===== config.mk =====
export PLATFORM = sky130hd
export DESIGN_NAME = pht_updater
export DESIGN_NICKNAME = d
export VERILOG_FILES = /design/src/rtl/bp_pkg.sv /design/src/rtl/bp_inflight_fifo.sv /design/src/rtl/pht_updater.sv
export SDC_FILE = /design/constraint.sdc
export NUM_CORES = 1
export LEC_CHECK = 0
export CAP_MARGIN = 5
export CORE_ASPECT_RATIO = 0.8
export CORE_MARGIN = 2
export CORE_UTILIZATION = 25
export DETAILED_ROUTE_END_ITERATION = 10
export PLACE_DENSITY = 0.41
export SETUP_SLACK_MARGIN = 0.5
export SYNTH_ARGS = -nofsm -noshare
export SYNTH_HDL_FRONTEND = slang
export SYNTH_SLANG_ARGS = --single-unit

===== constraint.sdc =====
create_clock -name clk -period 3.5 [get_ports clk]
set_input_delay 0.7 -clock clk [delete_from_list [all_inputs] [get_ports clk]]
set_output_delay 0.7 -clock clk [all_outputs]
set_load 0.005 [all_outputs]

===== src/rtl/bp_pkg.sv =====
// Shared types and helpers for the gshare branch predictor write side.
// Latency: n/a (types, constants and a pure function only).
// Backpressure: n/a.
package bp_pkg;

    localparam int GHR_W     = 8;
    localparam int PHT_IDX_W = 8;

    // 2-bit saturating counter states
    typedef enum logic [1:0] {
        SNT = 2'b00,
        WNT = 2'b01,
        WT  = 2'b10,
        ST  = 2'b11
    } bp_ctr_t;

    // One predicted branch waiting for resolution
    typedef struct packed {
        logic [PHT_IDX_W-1:0] index;
        bp_ctr_t              counter;
        logic                 pred;
    } bp_entry_t;

    // Move one step toward the resolved direction, saturating at both ends.
    function automatic bp_ctr_t sat_update(input bp_ctr_t ctr, input logic taken);
        bp_ctr_t res;
        res = ctr;
        if (taken) begin
            if (ctr != ST) res = bp_ctr_t'(ctr + 2'd1);
        end else begin
            if (ctr != SNT) res = bp_ctr_t'(ctr - 2'd1);
        end
        return res;
    endfunction

endpackage


===== src/rtl/bp_inflight_fifo.sv =====
// In-flight branch queue: DEPTH entries of bp_entry_t, oldest at head.
// Latency: push visible at head next cycle; head is a combinational read.
// Backpressure: full/empty flags; push when full and pop when empty are ignored.
// Ports: push/push_dat enqueue, pop dequeues head, clear empties the queue.
module bp_inflight_fifo
    import bp_pkg::*;
#(
    parameter int DEPTH = 4
) (
    input  logic      clk,
    input  logic      rst,
    input  logic      push,
    input  bp_entry_t push_dat,
    input  logic      pop,
    input  logic      clear,
    output logic      full,
    output logic      empty,
    output bp_entry_t head
);

    localparam int AW = $clog2(DEPTH);

    // One extra pointer bit distinguishes full from empty when the slots match.
    logic [AW:0] wr_ptr;
    logic [AW:0] rd_ptr;
    bp_entry_t   mem [DEPTH];

    assign empty = (wr_ptr == rd_ptr);
    assign full  = (wr_ptr[AW] != rd_ptr[AW]) && (wr_ptr[AW-1:0] == rd_ptr[AW-1:0]);
    assign head  = mem[rd_ptr[AW-1:0]];

    always_ff @(posedge clk) begin
        if (rst || clear) begin
            wr_ptr <= '0;
            rd_ptr <= '0;
        end else begin
            if (push && !full) wr_ptr <= wr_ptr + (AW+1)'(1);
            if (pop && !empty) rd_ptr <= rd_ptr + (AW+1)'(1);
        end
    end

    // Storage needs no reset; the pointers define which slots are live.
    always_ff @(posedge clk) begin
        if (push && !full) mem[wr_ptr[AW-1:0]] <= push_dat;
    end

endmodule


===== src/rtl/pht_updater.sv =====
// gshare PHT write-side controller: read-index hash, in-flight queue, GHRs, PHT write port.
// Latency: rindex/pred_taken/fetch_stall/mispredict combinational; PHT write one cycle after resolve.
// Backpressure: fetch_stall while the in-flight queue is full (pre-pop count).
// Ports: fetch_* from IF, resolve_* and flush from EX, pht_* drive the PHT write port.
module pht_updater
    import bp_pkg::*;
#(
    parameter int GHR_W = bp_pkg::GHR_W,
    parameter int DEPTH = 4
) (
    input  logic             clk,
    input  logic             rst,
    input  logic             fetch_br_valid,
    input  logic [31:0]      fetch_pc,
    input  logic [1:0]       fetch_counter,
    output logic [GHR_W-1:0] rindex,
    output logic             pred_taken,
    output logic             fetch_stall,
    input  logic             resolve_valid,
    input  logic             resolve_taken,
    output logic             mispredict,
    input  logic             flush,
    output logic             pht_write,
    output logic [GHR_W-1:0] pht_windex,
    output logic [1:0]       pht_datain
);

    logic [GHR_W-1:0] spec_ghr;
    logic [GHR_W-1:0] commit_ghr;
    logic [GHR_W-1:0] commit_ghr_nxt;

    logic      q_full;
    logic      q_empty;
    logic      q_push;
    logic      q_pop;
    logic      q_clear;
    bp_entry_t q_head;
    bp_entry_t q_push_dat;

    // Only the word-aligned index bits of the PC feed the hash.
    logic unused_pc_bits;
    assign unused_pc_bits = ^{fetch_pc[31:GHR_W+2], fetch_pc[1:0]};

    assign rindex      = fetch_pc[GHR_W+1:2] ^ spec_ghr;
    assign pred_taken  = fetch_counter[1];
    assign fetch_stall = q_full;

    assign q_pop      = resolve_valid && !q_empty;
    assign mispredict = q_pop && (resolve_taken != q_head.pred);
    assign q_clear    = mispredict || flush;
    // A branch fetched alongside a redirect is on the wrong path.
    assign q_push     = fetch_br_valid && !q_full && !flush && !mispredict;

    assign q_push_dat = '{index: rindex, counter: bp_ctr_t'(fetch_counter), pred: pred_taken};

    // Committed history including a resolve in this same cycle; recovery
    // (mispredict or flush) restores speculative history from this value.
    assign commit_ghr_nxt = q_pop ? {commit_ghr[GHR_W-2:0], resolve_taken} : commit_ghr;

    bp_inflight_fifo #(
        .DEPTH (DEPTH)
    ) u_fifo (
        .clk      (clk),
        .rst      (rst),
        .push     (q_push),
        .push_dat (q_push_dat),
        .pop      (q_pop),
        .clear    (q_clear),
        .full     (q_full),
        .empty    (q_empty),
        .head     (q_head)
    );

    always_ff @(posedge clk) begin
        if (rst) begin
            spec_ghr   <= '0;
            commit_ghr <= '0;
        end else begin
            commit_ghr <= commit_ghr_nxt;
            if (q_clear) begin
                spec_ghr <= commit_ghr_nxt;
            end else if (q_push) begin
                spec_ghr <= {spec_ghr[GHR_W-2:0], pred_taken};
            end
        end
    end

    // Write port: the counter captured at fetch is updated, not re-read.
    always_ff @(posedge clk) begin
        if (rst) begin
            pht_write  <= 1'b0;
            pht_windex <= '0;
            pht_datain <= '0;
        end else begin
            pht_write <= q_pop;
            if (q_pop) begin
                pht_windex <= q_head.index;
                pht_datain <= sat_update(q_head.counter, resolve_taken);
            end
        end
    end

endmodule


Word level (Yosys, flattened, before mapping)
Memory sizes are Yosys's and may differ from the RTL's. A register that Yosys moved wholly into a read port is not among the register bits. Index checks and enable logic that the tools add are counted.

Reductions and logical operators: 16. Equality and inequality tests: 5. Multiplexer cells: 10. Bitwise operators: 1. $add $sub $neg: 4.

Operators with widths (number): $mux 8 (3); $mux 2 (5); $logic_and 1x1->1 (8); $xor 8x8->8 (1); $add 3x1->3 const B (2); $logic_not 1->1 (4); $reduce_bool 2->1 (2); $eq 3x3->1 (1); $add 2x1->2 const B (1); $eq 2x2->1 (1); $logic_or 1x1->1 (2); $mux 1 (2); $ne 1x1->1 (2); $ne 2x2->1 const B (1); $sub 2x1->2 const B (1).

Memories kept: 1. Register bits: 33. Bits in writable memories: 44. Word-level logic and storage cells: 44. Input port bits: 40. Output and inout port bits: 22.

Memories: u_fifo.mem (words 4, bits a word 11, rd ports 1, clocked after Yosys merged registers in 1, write ports 1, line bp_inflight_fifo.sv:26) `bp_entry_t mem [DEPTH];`.

Longest topological paths before layout
Gate-level depths: netlist of the first run.

Word-level depth: 9. Mapped depth: 6. Gate-level depth less buffers: 4.

Modules after synthesis
Synthesis of the first run repeated with hierarchy kept, for this count alone.

Cell total of the unflattened synthesis: 258. Area, all modules: 3311.9 sq um.

Modules (own cells, without submodules): bp_inflight_fifo (area an instance 2154.6 sq um, cells an instance 125, times used 1, sequential area each 1481.4 sq um); pht_updater (area an instance 1157.4 sq um, cells an instance 133, times used 1, sequential area each 540.5 sq um).

Worst setup path after synthesis of the first run
Ideal clock, no wire load.

Kind: register -> register. Start point: register (tool-made name). End point: memory u_fifo.mem[3][10] (netlist bit) (enable). Stages on the path, launching flop included: 6. Arrival time: 1.858 ns. Path slack: 1.266 ns. Path buffers: 1. Cells stage by stage: dfxtp_1 -> buf_6 -> mux4_2 -> xnor2_2 -> o21bai_2 -> nor2_1.

RTL lines (line): end: declaration (bp_inflight_fifo.sv:26).

==> reports/qor.yml, run 1 <==
critical_path:
  r2r_cells: 6
  r2r_end: "spec_ghr[0]"
  cp-end-kind: "output pin"
  worstReg2RegStart: "u_fifo.wr_ptr[1]"
  worst_ep_required_time_ns: 2.80
  critPathMaxFanout: 3
  crit_type: "register to output pin"
  crit_family: "multiplexers"
  worst_ep_arrival_time_ns: 2.14
  path_buf_inv: 1
  reg2reg_slack_ns: 1.35
  start_kind: "register"
  cp_cell_sequence: "mux4_2, xnor2_2, nor2_1, clkdlybuf4s50_1"
  crit_slowest_cell: "mux4_2"
  slowest_delay_ns: 0.57
sta:
  worst_pin_slew_ns: 0.832
  timing.setup.tns_ns: 0
  fmax_mhz: 352
  rsz0062_at_grt: "false"
  setup_slack_ns: 0.660
  finalCritPeriodShare_pct: 81.1
  relSlewSlack_pct: 44.3
  min_period_ns: 2.84
  slew_violations: 0
  finalHoldViolations: 0
  holdWs_ns: 0.454
  skew_ns: 0.00924
  setup_violations: 0
grt:
  grt_util_all_layers_pct: 12.6
  use_met2_pct: 18.9
  overflow: 0
  grt_pass1_wl_um: 13600
  grt_pass1_vias: 2401
  met1_usage_pct: 17.7
  use_met3_pct: 3.16
  antenna_found_initial: 0
  grt_max_degree: 23
  gr-max-usage-layer: "met2"
yosys:
  ys_ff_latch: 75
  syn_inst: 278
  synthDistinctLibCells: 37
  synth_area_um2: 3460
  synth_nets: 323
  syn_avg_cell_area_um2: 12.5
  yosysSeqAreaShare_pct: 54.9
  ys_warn_count: 0
die:
  start_util_pct: 25.5
  core_area_um2: 13600
  die_h_um: 109
  io_pins: 62
  floorplan.die_area_um2: 14800
  num_rows: 38
  die_width_um: 136
clock_network:
  clk_pin_slew_ns: 0.07
  clock_path_buffers: 2
  clk_latency_ns: 0.34
  htree_levels: 3
  cts-root-buf: "clkbuf_16"
  cts_resized: 0
  numCtsBuffers: 9
  cts.sinks: 75
  cts_tree: "done"
placement:
  place_ws_ns: 0.560
  hpwl_um: 5720
  dp.cells: 495
  numPortBuffers: 37
  gp_congestion: 0.713
layout:
  n_antenna_cell: 0
  stdcell_count: 512
  area_growth_pct: 27.4
  layout-drive-gt1-share_pct: 15.7
  layout.nets: 372
  fillers: 1378
drt:
  drt-initial-drc-count: 127
  route.detailed.drc: 0
  vias_per_cell: 4.66
  drt.antenna.violating_nets: 0
  avgRoutedWirePerCell_um: 16.7
  num_vias: 2385
  routed_wl_um: 8580
  dr.pass1.iters: 4
run:
  drv_cap: 0
hold_path:
  hold_depth: 2
  hold_end: "pht_windex[0]"
  holdCritStartpoint: "pht_windex[0]"
  min_path_type: "register to register"
outcome:
  outcome: "complete, no violations"
power_and_ir_drop:
  powerDensity_nw_per_um2: 465
  leakagePower_nw: 1.51
  irDropWorstVdd_v: 0.000209
-- timing repair --
action	4_1_cts	5_1_grt
hold buffers	0	0
buffers inserted	1	0
endpoints found under the setup margin	1	0
-- area by class of cell --
cell class              instances  area (um2)  area share [%]
clock buffers                   9         225            5.11
clock inverters                 7        76.3            1.73
inverters                       9        33.8           0.766
multi-input cells             174        1420            32.2
flip-flops and latches         75        1900            43.1
well taps                     180         225            5.11
repair buffers                 58         528            12.0
-- registers in the layout, indices dropped and copies added (netlist names), named ones only --
register and count:
u_fifo.mem 40, pht_datain 2, u_fifo.wr_ptr 3, pht_write 1, pht_windex 8, u_fifo.rd_ptr 3
commit_ghr 8, spec_ghr 8
-- per-layer routing --
layer,vias to the layer above,routed length [um]
met4,0,117
met3,8,285
met5,-,0
met2,41,3820
li1,1159,-
met1,1177,4350
-- cells in the mapped netlist --
cell type	count	area share (%)
o21ai_0	4	0.58
o311ai_1	1	0.25
nor2b_1	15	2.7
xor2_1	9	2.3
o31ai_4	1	0.61
nor3_1	7	1.0
ha_1	5	1.8
o21ba_1	1	0.29
buf_6	2	0.65
nand4_1	12	2.2
mux2i_1	6	1.7
xor2_2	3	1.4
o22ai_1	2	0.36
mux2_4	6	2.6
buf_4	3	0.65
mux4_1	7	5.3
edfxtp_1	40	35
nor2_1	6	0.65
mux4_2	3	2.0
dfxtp_1	35	20
xnor2_1	5	1.3
xnor2_2	1	0.47
or3_1	1	0.18
and3_1	3	0.54
clkbuf_2	1	0.14
nor4_1	2	0.36
o21bai_2	1	0.33
o211ai_1	12	2.6
a31oi_1	24	4.3
clkbuf_1	10	1.1
o31ai_1	2	0.43
a211oi_1	2	0.43
o31a_1	2	0.51
inv_1	9	0.98
buf_2	4	0.58
a21oi_1	12	1.7
nand2_1	19	2.1
-- cells by family (layout without fill, tap and decap cells) --
group,count (synthesis),after routing,share of synthesized area [%]
buffers and inverters,29,83,4.08
AO/OA/AOI/OAI,64,64,12.5
flip-flops,75,75,54.9
adder cells (fa/ha/maj),5,5,1.81
AND/OR/NAND/NOR,65,65,9.69
multiplexers,22,22,11.6
XOR/XNOR,18,18,5.42
-- through the flow --
| step | area, um2 | total power [mW] | utilization (%) |
|---|---|---|---|
| after floorplan | 3460 | 1.05 | - |
| after global placement | 4100 | 1.13 | 30.3 |
| after detailed placement | 4100 | 1.14 | 30.3 |
| after CTS | 4410 | 2.08 | 32.5 |
| after global routing | 4410 | 2.14 | 32.5 |
| final | 4410 | 2.05 | 32.5 |
-- report_power, final --
part	switching, mW	internal, mW
sequential	0.00941	0.945
clock	0.378	0.557
combinational	0.0862	0.0750
-- worst min-delay path, cell delays in order, from the launching register on --
cell and delay [ns]:
dfxtp_1 0.31, nand2_1 0.05, a21oi_1 0.05
-- how the worst max path moves through the flow --
stage                   from                 to  cells after the start
2_1_floorplan       register  u_fifo.mem[3][10]                      5
3_5_place_dp   resolve_valid         mispredict                      4
6_report            register         mispredict                      4
5_1_grt             register         mispredict                      4
4_1_cts             register         mispredict                      4
3_3_place_gp   resolve_valid         mispredict                      4
-- placed cells by master, fill, tap and decap left out, types with 3 or more instances in the layout --
| cell | n |
|---|---|
| clkbuf_16 | 9 |
| buf_4 | 21 |
| mux4_1 | 7 |
| mux4_2 | 3 |
| dfxtp_1 | 35 |
| xnor2_1 | 5 |
| edfxtp_1 | 40 |
| and3_1 | 3 |
| ha_1 | 5 |
| inv_1 | 9 |
| o21ai_0 | 4 |
| a21oi_1 | 12 |
| mux2_4 | 6 |
| nor2_1 | 6 |
| o211ai_1 | 12 |
| nor2b_1 | 15 |
| xor2_2 | 3 |
| nand4_1 | 12 |
| nor3_1 | 7 |
| mux2i_1 | 6 |
| a31oi_1 | 24 |
| nand2_1 | 19 |
| clkdlybuf4s50_1 | 37 |
| xor2_1 | 9 |
Note: power is estimated with default switching activity, not from simulation.
==> run 2, diff against run 1 <==
Clock period 3.5 ns to 3 ns, I/O delays scaled along.
==> run 2 against run 1 <==
Compared with the run above: sequential share of layout area decreased by 1.5 points; combinational power grew 32%; setup slack lost 0.098 ns; count of clock-buffer cells in the layout grew 1; power rose by 13%; global-route usage is 0.53 points higher; clock skew down 0.0035 ns; die area unchanged; sequential power up 16%; critical path depth down 1; non-clock buffer count increased by 13.
==> reports/qor.yml, run 2 (synthesis results as in run 1) <==
layout:
  final_common_cell: "edfxtp_1"
  n_antenna_cell: 0
  largest_register_ffs: 40
  layout-drive-gt1-share_pct: 21.7
  final_cell_mix: "edfxtp_1 (40), clkdlybuf4s50_1 (34), buf_4 (31)"
  stdcell_count: 525
  layout.nets: 385
  area_growth_pct: 32.3
grt:
  overflow: 0
  antenna_found_initial: 0
  grt_util_all_layers_pct: 13.1
  grt_pass1_wl_um: 14300
  grt_max_degree: 20
  grt_pass1_vias: 2469
outcome:
  outcome: "complete, no violations"
placement:
  dp.cells: 501
  hpwl_um: 6020
  gp_congestion: 0.723
  numPortBuffers: 37
sta:
  timing.setup.tns_ns: 0
  finalHoldViolations: 0
  skew_ns: 0.00570
  fmax_mhz: 410
  holdWs_ns: 0.452
  relSlewSlack_pct: 62.2
  finalCritPeriodShare_pct: 81.3
  min_period_ns: 2.44
  setup_violations: 0
  rsz0062_at_grt: "false"
  slew_violations: 0
  worst_pin_slew_ns: 0.566
die:
  die_width_um: 136
  core_area_um2: 13600
  die_h_um: 109
  io_pins: 62
  floorplan.die_area_um2: 14800
  num_rows: 38
  start_util_pct: 25.5
clock_network:
  clk_pin_slew_ns: 0.06
  ctsHoldBuffers: 0
  numCtsBuffers: 9
  cts.sinks: 75
  cts-root-buf: "clkbuf_16"
  htree_levels: 3
  cts_tree: "done"
  clock_path_buffers: 2
  clk_latency_ns: 0.33
power_and_ir_drop:
  comb_power_share_pct: 9.2
  irDropWorstVdd_v: 0.000250
  total_power_mw: 2.31
  powerDensity_nw_per_um2: 504
  p_sw_share_pct: 23.4
  p_clk_share_pct: 42.5
  leakagePower_nw: 1.60
  power_frac_seq_pct: 48.3
  p_int_mw: 1.77
  power_switching_mw: 0.540
drt:
  routed_wl_um: 8830
  route.detailed.drc: 0
  top_layer: "met4"
  drt-initial-drc-count: 185
  num_vias: 2464
  wl_met3_um: 412
  avgRoutedWirePerCell_um: 16.8
  drt.antenna.violating_nets: 0
  wl_met1_um: 4270
  vias_per_cell: 4.69
  dr.pass1.iters: 4
  wl_met2_um: 4020
critical_path:
  cp-end-kind: "output pin"
  critPathMaxFanout: 2
  slowest_delay_ns: 0.53
  worst_ep_arrival_time_ns: 1.84
  path_buf_inv: 2
  worst_ep_required_time_ns: 2.40
  crit_path_frequent_cell: "clkdlybuf4s50_1"
  crit_type: "input port to output pin"
  crit_slowest_cell: "clkdlybuf4s50_1"
  cp_cell_sequence: "clkdlybuf4s50_1, xor2_2, clkdlybuf4s50_1"
  crit_family: "buffers and inverters"
  start_kind: "input port"
  reg2reg_slack_ns: 0.73
run:
  drv_cap: 0
hold_path:
  min_path_type: "register to register"
run 2: changes by cell type in the layout (fill, tap and decap cells not counted), sizes merged:
cell,delta
buf,+13
clkbuf,+1
bufinv,-1
clkinv,+2
clkdlybuf4s50,-3
dlygate4sd2,+2
dlymetal6s2s,+1
clkinvlp,-1
inv,-1
run 2: what timing repair did:
action                                  CTS  global route
gates cloned                              0             0
resized for setup                        14             2
setup buffers                             8             0
endpoints found under the setup margin    8             3
hold endpoints to repair                  0             0
pin swaps                                 2             1
run 2: power by group through the flow:
stage	Clock, mW	Combinational (mW)	Sequential [mW]
after floorplan	0	0.0956	1.13
after global placement	0	0.197	1.14
after detailed placement	0	0.198	1.14
after CTS	1.02	0.215	1.11
after global routing	1.06	0.232	1.12
final	0.981	0.213	1.11
run 2: layout make-up:
type | count | area (um2)
fillers | 1351 | 8970
flip-flops and latches | 75 | 1910
multi-input cells | 174 | 1480
repair buffers | 71 | 663
clock buffers | 10 | 229
well taps | 180 | 225
clock inverters | 6 | 42.5
inverters | 9 | 33.8
run 2: tightest hold or removal path, delay by kind of cell (launching register included):
kind               cells  cell delay (ns)
DFF                    1             0.31
AOI/OAI and AO/OA      1             0.05
and+or+nand+nor        1             0.05
run 2: final timing paths:
| check | startpoint | to | cells after the start |
|---|---|---|---|
| hold reg to reg | pht_windex[7] | pht_windex[7] | 2 |
| setup / recovery | fetch_pc[5] | rindex[3] | 3 |
| setup reg to reg | u_fifo.mem[2][2] | u_fifo.mem[1][5] | 6 |
| hold / removal | pht_windex[7] | pht_windex[7] | 2 |
run 2: per-stage QoR:
stage / cell area (um2) / util, % / setup slack (ns)
2_1_floorplan: 3460 / - / 0.766
3_3_place_gp: 4180 / 30.9 / 0.354
3_5_place_dp: 4180 / 30.9 / 0.359
4_1_cts: 4570 / 33.7 / 0.511
5_1_grt: 4580 / 33.8 / 0.503
6_report: 4580 / 33.8 / 0.562
run 2: per-layer routing:
layer | GRT usage [%] | vias up
li1 | - | 1178
met1 | 18.1 | 1217
met2 | 20.1 | 58
met3 | 3.44 | 11
met4 | 4.24 | 0
met5 | 0 | -
